$ cat config.mk
export PLATFORM = sky130hd
export DESIGN_NAME = vga_timing_gen_flat
export DESIGN_NICKNAME = d
export VERILOG_FILES = /design/src/rtl/vga_pkg.sv /design/src/rtl/vga_timing_gen_if.sv /design/src/rtl/vga_timing_gen_pix_clk_en.sv /design/src/rtl/vga_timing_gen.sv /design/src/flat_wrapper.sv
export SDC_FILE = /design/constraint.sdc
export NUM_CORES = 1
export LEC_CHECK = 0
export BUFFER_PORTS_ARGS = -buffer_cell sky130_fd_sc_hd__buf_2
export CORE_UTILIZATION = 53
export CTS_BUF_LIST = sky130_fd_sc_hd__clkbuf_4 sky130_fd_sc_hd__clkbuf_8
export CTS_CLUSTER_SIZE = 28
export DETAILED_ROUTE_END_ITERATION = 16
export GPL_ROUTABILITY_DRIVEN = 0
export PLACE_DENSITY = 0.8
export SYNTH_ARGS = -nofsm -noshare
export SYNTH_HDL_FRONTEND = slang
export SYNTH_SLANG_ARGS = --single-unit
$ cat constraint.sdc
create_clock -name clk -period 3.9 [get_ports clk]
set_clock_uncertainty 0.15 [all_clocks]
set_input_delay 0 -clock clk [delete_from_list [all_inputs] [get_ports clk]]
set_output_delay 0 -clock clk [all_outputs]
set_load 0.01 [all_outputs]
$ cat src/rtl/vga_pkg.sv
// vga_pkg: default 640x480@60 raster timing, derived sync windows and shared types.
package vga_pkg;
    localparam int CLK_DIV   = 4;
    localparam int H_VISIBLE = 640;
    localparam int H_FP      = 16;
    localparam int H_SYNC    = 96;
    localparam int H_BP      = 48;
    localparam int V_VISIBLE = 480;
    localparam int V_FP      = 10;
    localparam int V_SYNC    = 2;
    localparam int V_BP      = 33;
    localparam logic SYNC_POL = 1'b0;
    localparam int H_TOTAL  = H_VISIBLE + H_FP + H_SYNC + H_BP;
    localparam int V_TOTAL  = V_VISIBLE + V_FP + V_SYNC + V_BP;
    localparam int HS_START = H_VISIBLE + H_FP;
    localparam int HS_END   = HS_START + H_SYNC - 1;
    localparam int VS_START = V_VISIBLE + V_FP;
    localparam int VS_END   = VS_START + V_SYNC - 1;
    localparam int COLOR_W  = 12;
    typedef logic [9:0] cnt_t;
    typedef logic [COLOR_W-1:0] color_t;
    function automatic logic in_span(cnt_t x, int lo, int hi);
        return x >= cnt_t'(lo) && x <= cnt_t'(hi);
    endfunction
endpackage

$ cat src/rtl/vga_timing_gen_if.sv
// vga_timing_gen_if: raster timing outputs plus the processor register feeding the re-timer.
interface vga_timing_gen_if;
    import vga_pkg::*;
    logic   pix_tick;
    cnt_t   h_count;
    cnt_t   v_count;
    logic   video_on;
    logic   HS;
    logic   VS;
    logic   frame_start;
    color_t regout_in;
    color_t regout_frame;
    modport master (
        input  regout_in,
        output pix_tick, h_count, v_count, video_on, HS, VS, frame_start, regout_frame
    );
    modport slave (
        output regout_in,
        input  pix_tick, h_count, v_count, video_on, HS, VS, frame_start, regout_frame
    );
endinterface

$ cat src/rtl/vga_timing_gen_pix_clk_en.sv
// pix_clk_en: divides clk by CLK_DIV into a registered one-clk pixel enable.
module pix_clk_en #(
    parameter int CLK_DIV = vga_pkg::CLK_DIV
) (
    input  logic clk,
    input  logic reset,
    output logic pix_tick
);
    localparam int W = CLK_DIV > 1 ? $clog2(CLK_DIV) : 1;
    logic [W-1:0] div_q, div_d;
    logic         tick_q, tick_d;
    always_comb begin
        tick_d = div_q == W'(CLK_DIV - 1);
        div_d  = tick_d ? '0 : div_q + 1'b1;
    end
    always_ff @(posedge clk) begin
        if (reset) begin
            div_q  <= '0;
            tick_q <= 1'b0;
        end else begin
            div_q  <= div_d;
            tick_q <= tick_d;
        end
    end
    assign pix_tick = tick_q;
endmodule

$ cat src/rtl/vga_timing_gen.sv
// vga_timing_gen: H/V raster counters, sync/visible decode and a frame-stable copy of regout_in.
module vga_timing_gen #(
    parameter int   CLK_DIV   = vga_pkg::CLK_DIV,
    parameter int   H_VISIBLE = vga_pkg::H_VISIBLE,
    parameter int   H_FP      = vga_pkg::H_FP,
    parameter int   H_SYNC    = vga_pkg::H_SYNC,
    parameter int   H_BP      = vga_pkg::H_BP,
    parameter int   V_VISIBLE = vga_pkg::V_VISIBLE,
    parameter int   V_FP      = vga_pkg::V_FP,
    parameter int   V_SYNC    = vga_pkg::V_SYNC,
    parameter int   V_BP      = vga_pkg::V_BP,
    parameter logic SYNC_POL  = vga_pkg::SYNC_POL
) (
    input logic               clk,
    input logic               reset,
    vga_timing_gen_if.master  bus
);
    localparam int H_TOTAL  = H_VISIBLE + H_FP + H_SYNC + H_BP;
    localparam int V_TOTAL  = V_VISIBLE + V_FP + V_SYNC + V_BP;
    localparam int HS_START = H_VISIBLE + H_FP;
    localparam int VS_START = V_VISIBLE + V_FP;
    if (H_TOTAL > 1024 || V_TOTAL > 1024) begin : g_width_check
        $error("vga_timing_gen: H_TOTAL/V_TOTAL do not fit 10-bit counters");
    end
    logic            pix_tick;
    vga_pkg::cnt_t   h_q, h_d, v_q, v_d;
    logic            video_on_q, video_on_d, hs_q, hs_d, vs_q, vs_d, fs_q, fs_d;
    logic            h_wrap, v_wrap;
    vga_pkg::color_t rf_q, rf_d;
    pix_clk_en #(.CLK_DIV(CLK_DIV)) u_pix_clk_en (
        .clk     (clk),
        .reset   (reset),
        .pix_tick(pix_tick)
    );
    // Sync/visible flags are decoded from the next counter values so they line up with the counters.
    always_comb begin
        h_wrap     = h_q == vga_pkg::cnt_t'(H_TOTAL - 1);
        v_wrap     = v_q == vga_pkg::cnt_t'(V_TOTAL - 1);
        h_d        = !pix_tick ? h_q : h_wrap ? '0 : h_q + 1'b1;
        v_d        = !(pix_tick && h_wrap) ? v_q : v_wrap ? '0 : v_q + 1'b1;
        video_on_d = pix_tick ? vga_pkg::in_span(h_d, 0, H_VISIBLE - 1) &&
                                vga_pkg::in_span(v_d, 0, V_VISIBLE - 1) : video_on_q;
        hs_d       = pix_tick ? (vga_pkg::in_span(h_d, HS_START, HS_START + H_SYNC - 1) ?
                                 SYNC_POL : ~SYNC_POL) : hs_q;
        vs_d       = pix_tick ? (vga_pkg::in_span(v_d, VS_START, VS_START + V_SYNC - 1) ?
                                 SYNC_POL : ~SYNC_POL) : vs_q;
        fs_d       = pix_tick && h_wrap && v_wrap;
        rf_d       = (pix_tick && h_wrap && v_q == vga_pkg::cnt_t'(V_VISIBLE - 1)) ?
                     bus.regout_in : rf_q;
    end
    always_ff @(posedge clk) begin
        if (reset) begin
            h_q        <= '0;
            v_q        <= '0;
            video_on_q <= 1'b0;
            hs_q       <= ~SYNC_POL;
            vs_q       <= ~SYNC_POL;
            fs_q       <= 1'b0;
            rf_q       <= '0;
        end else begin
            h_q        <= h_d;
            v_q        <= v_d;
            video_on_q <= video_on_d;
            hs_q       <= hs_d;
            vs_q       <= vs_d;
            fs_q       <= fs_d;
            rf_q       <= rf_d;
        end
    end
    assign bus.pix_tick     = pix_tick;
    assign bus.h_count      = h_q;
    assign bus.v_count      = v_q;
    assign bus.video_on     = video_on_q;
    assign bus.HS           = hs_q;
    assign bus.VS           = vs_q;
    assign bus.frame_start  = fs_q;
    assign bus.regout_frame = rf_q;
endmodule

$ cat src/flat_wrapper.sv
// flat-port wrapper written by rule: the top's interface ports become plain ports
module vga_timing_gen_flat 
#(
    parameter int   CLK_DIV   = vga_pkg::CLK_DIV,
    parameter int   H_VISIBLE = vga_pkg::H_VISIBLE,
    parameter int   H_FP      = vga_pkg::H_FP,
    parameter int   H_SYNC    = vga_pkg::H_SYNC,
    parameter int   H_BP      = vga_pkg::H_BP,
    parameter int   V_VISIBLE = vga_pkg::V_VISIBLE,
    parameter int   V_FP      = vga_pkg::V_FP,
    parameter int   V_SYNC    = vga_pkg::V_SYNC,
    parameter int   V_BP      = vga_pkg::V_BP,
    parameter logic SYNC_POL  = vga_pkg::SYNC_POL
)
  (clk, reset, bus_regout_in, bus_pix_tick, bus_h_count, bus_v_count, bus_video_on, bus_HS, bus_VS, bus_frame_start, bus_regout_frame);
  vga_timing_gen_if bus_i ();
  input logic clk;
  input logic reset;
  input wire logic [$bits(bus_i.regout_in)-1:0] bus_regout_in;
  output wire logic [$bits(bus_i.pix_tick)-1:0] bus_pix_tick;
  output wire logic [$bits(bus_i.h_count)-1:0] bus_h_count;
  output wire logic [$bits(bus_i.v_count)-1:0] bus_v_count;
  output wire logic [$bits(bus_i.video_on)-1:0] bus_video_on;
  output wire logic [$bits(bus_i.HS)-1:0] bus_HS;
  output wire logic [$bits(bus_i.VS)-1:0] bus_VS;
  output wire logic [$bits(bus_i.frame_start)-1:0] bus_frame_start;
  output wire logic [$bits(bus_i.regout_frame)-1:0] bus_regout_frame;
  assign bus_i.regout_in = bus_regout_in;
  assign bus_pix_tick = bus_i.pix_tick;
  assign bus_h_count = bus_i.h_count;
  assign bus_v_count = bus_i.v_count;
  assign bus_video_on = bus_i.video_on;
  assign bus_HS = bus_i.HS;
  assign bus_VS = bus_i.VS;
  assign bus_frame_start = bus_i.frame_start;
  assign bus_regout_frame = bus_i.regout_frame;
  vga_timing_gen #(.CLK_DIV(CLK_DIV), .H_VISIBLE(H_VISIBLE), .H_FP(H_FP), .H_SYNC(H_SYNC), .H_BP(H_BP), .V_VISIBLE(V_VISIBLE), .V_FP(V_FP), .V_SYNC(V_SYNC), .V_BP(V_BP), .SYNC_POL(SYNC_POL)) u_core (.clk(clk), .reset(reset), .bus(bus_i));
endmodule
==> run_results.csv <==
group,metric,value,unit
setup_path,crit_arrival,2.76,ns
yosys,yosys.area.top_type_share,39.7,%
setup_path,r2r_end,"u_core.bus.regout_frame[8]",
yosys,async_flop_share,0,%
floorplanning,coreArea,0.00344,mm^2
final_layout,nets,296,
min_path,hold_path_end,"u_core.bus.regout_frame[5]",
final_layout,insertedDiodeCount,0,
yosys,syn_avg_cell_area,8.66,um^2
drt,drtPass1Iterations,6,
min_path,hold_depth,2,
global_routing,grtUsageMet1,31.1,%
global_routing,grt_usage,25.1,%
setup_path,rrSetupSlack,1.14,ns
power_and_ir_drop,leakagePower,1.09,nW
sta,relSlewSlack,49.6,%
yosys,synthFlopType,"dfxtp_1",
drt,drt-total-wl,4660,um
setup_path,critPathKind,"reg -> reg",
setup_path,crit_fanout,12,
setup_path,worstPathRequired,3.90,ns
sta,rsz0062_at_grt,"false",
floorplanning,die_y,62.9,um
yosys,synth_area,0.00197,mm^2
global_routing,use_met3,6.39,%
yosys,synth_area_leaders,"dfxtp_1 (40%), mux2i_1 (7.6%), nor2_1 (5.5%)",
yosys,yosys-top-cells-count,"dfxtp_1 (39), nor2_1 (29), mux2i_1 (15), nor3_1 (15), clkbuf_1 (12)",
yosys,yosys.area.top_type,"dfxtp_1",
floorplanning,start_util,57.1,%
flow_run,cap_violations,0,
drt,drtIter0Drc,244,
drt,via_per_inst,5.70,
yosys,ys_types,41,
yosys,synth-seq-area-share,39.7,%
drt,drc,0,
sta,fin_setup_tns,0,ns
global_routing,grt_max_degree,41,
yosys,syn-num-nets,245,
floorplanning,rows,21,
global_routing,overflow,0,
sta,setup_viol,0,
cts,cts_tree,"built",
power_and_ir_drop,ir_drop,0.000280,V
cts,root_buffer,"clkbuf_8",
drt,vias,1852,
drt,wire_per_inst,14.3,um
placement,io_buffer_count,50,
global_routing,grt-busiest-layer,"met2",
floorplanning,dieArea,0.00396,mm^2
yosys,synth_edf_count,0,
final_layout,drive_above_1_share,22.9,%
cts,clk_latency,0.29,ns
min_path,hold_path_class,"in -> reg",
yosys,syn_inst,227,
global_routing,grt_pass1_wl,7800,um
global_routing,antenna_found_initial,0,
power_and_ir_drop,power,0.841,mW
sta,slew_viol_final,0,
final_layout,fill_cells,270,
sta,hold_viol,0,
yosys,yosysMostFrequentCell,"dfxtp_1",
cts,cts_buffers,5,
placement,place_hpwl,2880,um
sta,timing.fmax,362,MHz
cts,htreeDepth,2,
cts,cts_buffer_depth,2,
final_layout,areaGrowthSynthToFinish,23.8,%
cts,path_clk_slew,0.08,ns
sta,timing.final.crit_share,70.8,%
yosys,yosys_warnings,0,
min_path,hold_start,"reset",
floorplanning,die-width,62.9,um
setup_path,r2r_cells,7,
global_routing,grt_pass1_vias,1631,
global_routing,met2_usage,41.3,%
yosys,synth-seq-cells,39,
sta,tightestPinTransition,0.754,ns
sta,post-route-min-period,2.76,ns
cts,clock-sinks,39,
setup_path,end_kind,"flop",
floorplanning,ios,51,
setup_path,critical_path.startpoint,"u_core.bus.h_count[4]",
drt,drtAntennaViolNets,0,
setup_path,r2r_start,"u_core.bus.h_count[4]",
power_and_ir_drop,p_per_area,346,mW/mm^2
setup_path,cp-start-kind,"flop",
status,status,"completed",
==> metal layers <==
layer | wire [um] | vias to the layer above
met3 | 244 | 6
met1 | 1980 | 869
met4 | 55 | 0
met2 | 2380 | 62
li1 | - | 915
met5 | 0 | -
==> cell usage in the layout (no fill, tap or decap), drive strengths merged, types with 2 or more instances in the layout <==
cell type | synthesis | final
o31ai | 2 | 2
nor2 | 29 | 29
nor4 | 4 | 4
dlygate4sd3 | 0 | 12
xnor2 | 6 | 6
o21ai | 8 | 8
bufinv | 0 | 2
nand2b | 2 | 2
a31oi | 6 | 6
buf | 7 | 51
or3b | 2 | 2
dfxtp | 39 | 39
or4 | 2 | 2
nand2 | 11 | 11
and3 | 5 | 5
nand4b | 2 | 2
nor3b | 2 | 2
inv | 4 | 4
nand4 | 7 | 7
nor3 | 16 | 16
and4 | 5 | 5
mux2i | 15 | 15
nand3b | 2 | 2
xor2 | 9 | 9
ha | 4 | 4
nand3 | 6 | 6
a21oi | 11 | 11
clkbuf | 12 | 6
==> per-stage QoR <==
step                area, um^2  setup WS, ns  std cells  hold slack (ns)  util (%)
floorplan                 1970          1.63        227         -0.00606         -
global placement          2180          1.26        305           0.0816      63.3
detailed placement        2180          1.20        305           0.0862      63.3
CTS                       2430          1.17        325           0.0895      70.7
global route              2430         0.917        325            0.123      70.7
finish                    2430          1.14        325           0.0843      70.7
==> critical path, cell delays in order (launching register included) <==
cell	delay, ns
dfxtp_1	0.47
or3b_4	0.44
nor3_2	0.45
buf_4	0.27
and3_1	0.24
nand2_2	0.26
mux2i_1	0.28
nor2_1	0.07
==> final cells by class <==
cell class / count / area [um^2] / share of cell area, %
Multi-Input combinational cell: 165 / 1070 / 43.8
Sequential cell: 39 / 781 / 32.1
Tap cell: 46 / 57.6 / 2.36
Clock buffer: 6 / 76.3 / 3.13
Inverter: 4 / 15.0 / 0.617
Timing Repair Buffer: 63 / 378 / 15.5
Clock inverter: 2 / 60.1 / 2.47
==> registers in the layout, summed over array words and instances (netlist names) <==
| name | count |
|---|---|
| u_core.bus.VS | 1 |
| u_core.bus.HS | 1 |
| u_core.u_pix_clk_en.div_q | 2 |
| u_core.bus.video_on | 1 |
| u_core.bus.frame_start | 1 |
| u_core.bus.regout_frame | 12 |
| u_core.bus.h_count | 10 |
| u_core.bus.v_count | 10 |
| u_core.u_pix_clk_en.pix_tick | 1 |
==> cell families after synthesis <==
group                      synth area share, %
and+or+nand+nor                           27.8
DFF                                       39.7
AOI/OAI and AO/OA                         9.61
buffers and inverters                     6.04
xor gates and xnor gates                  6.68
muxes                                     7.63
adders and majority gates                 2.54
==> worst max path at each step <==
stage	end	cells after the start
finish	u_core.bus.regout_frame[8]	7
global route	u_core.bus.regout_frame[9]	7
CTS	u_core.bus.regout_frame[3]	7
detailed placement	u_core.bus.regout_frame[1]	7
global placement	u_core.bus.regout_frame[10]	7
floorplan	u_core.bus.VS	9
==> power breakdown <==
part           internal (mW)  switching (mW)
registers              0.402         0.00307
logic                 0.0177          0.0133
clock network          0.263           0.143
==> timing repair <==
item | 4_1_cts | 5_1_grt
endpoints found under the hold margin | 12 | 0
hold buffers | 12 | 0
setup buffers | 0 | 0
endpoints found under the setup margin | 0 | 0
gates resized for setup | 0 | 0
Note: power is estimated with default switching activity, not from simulation.
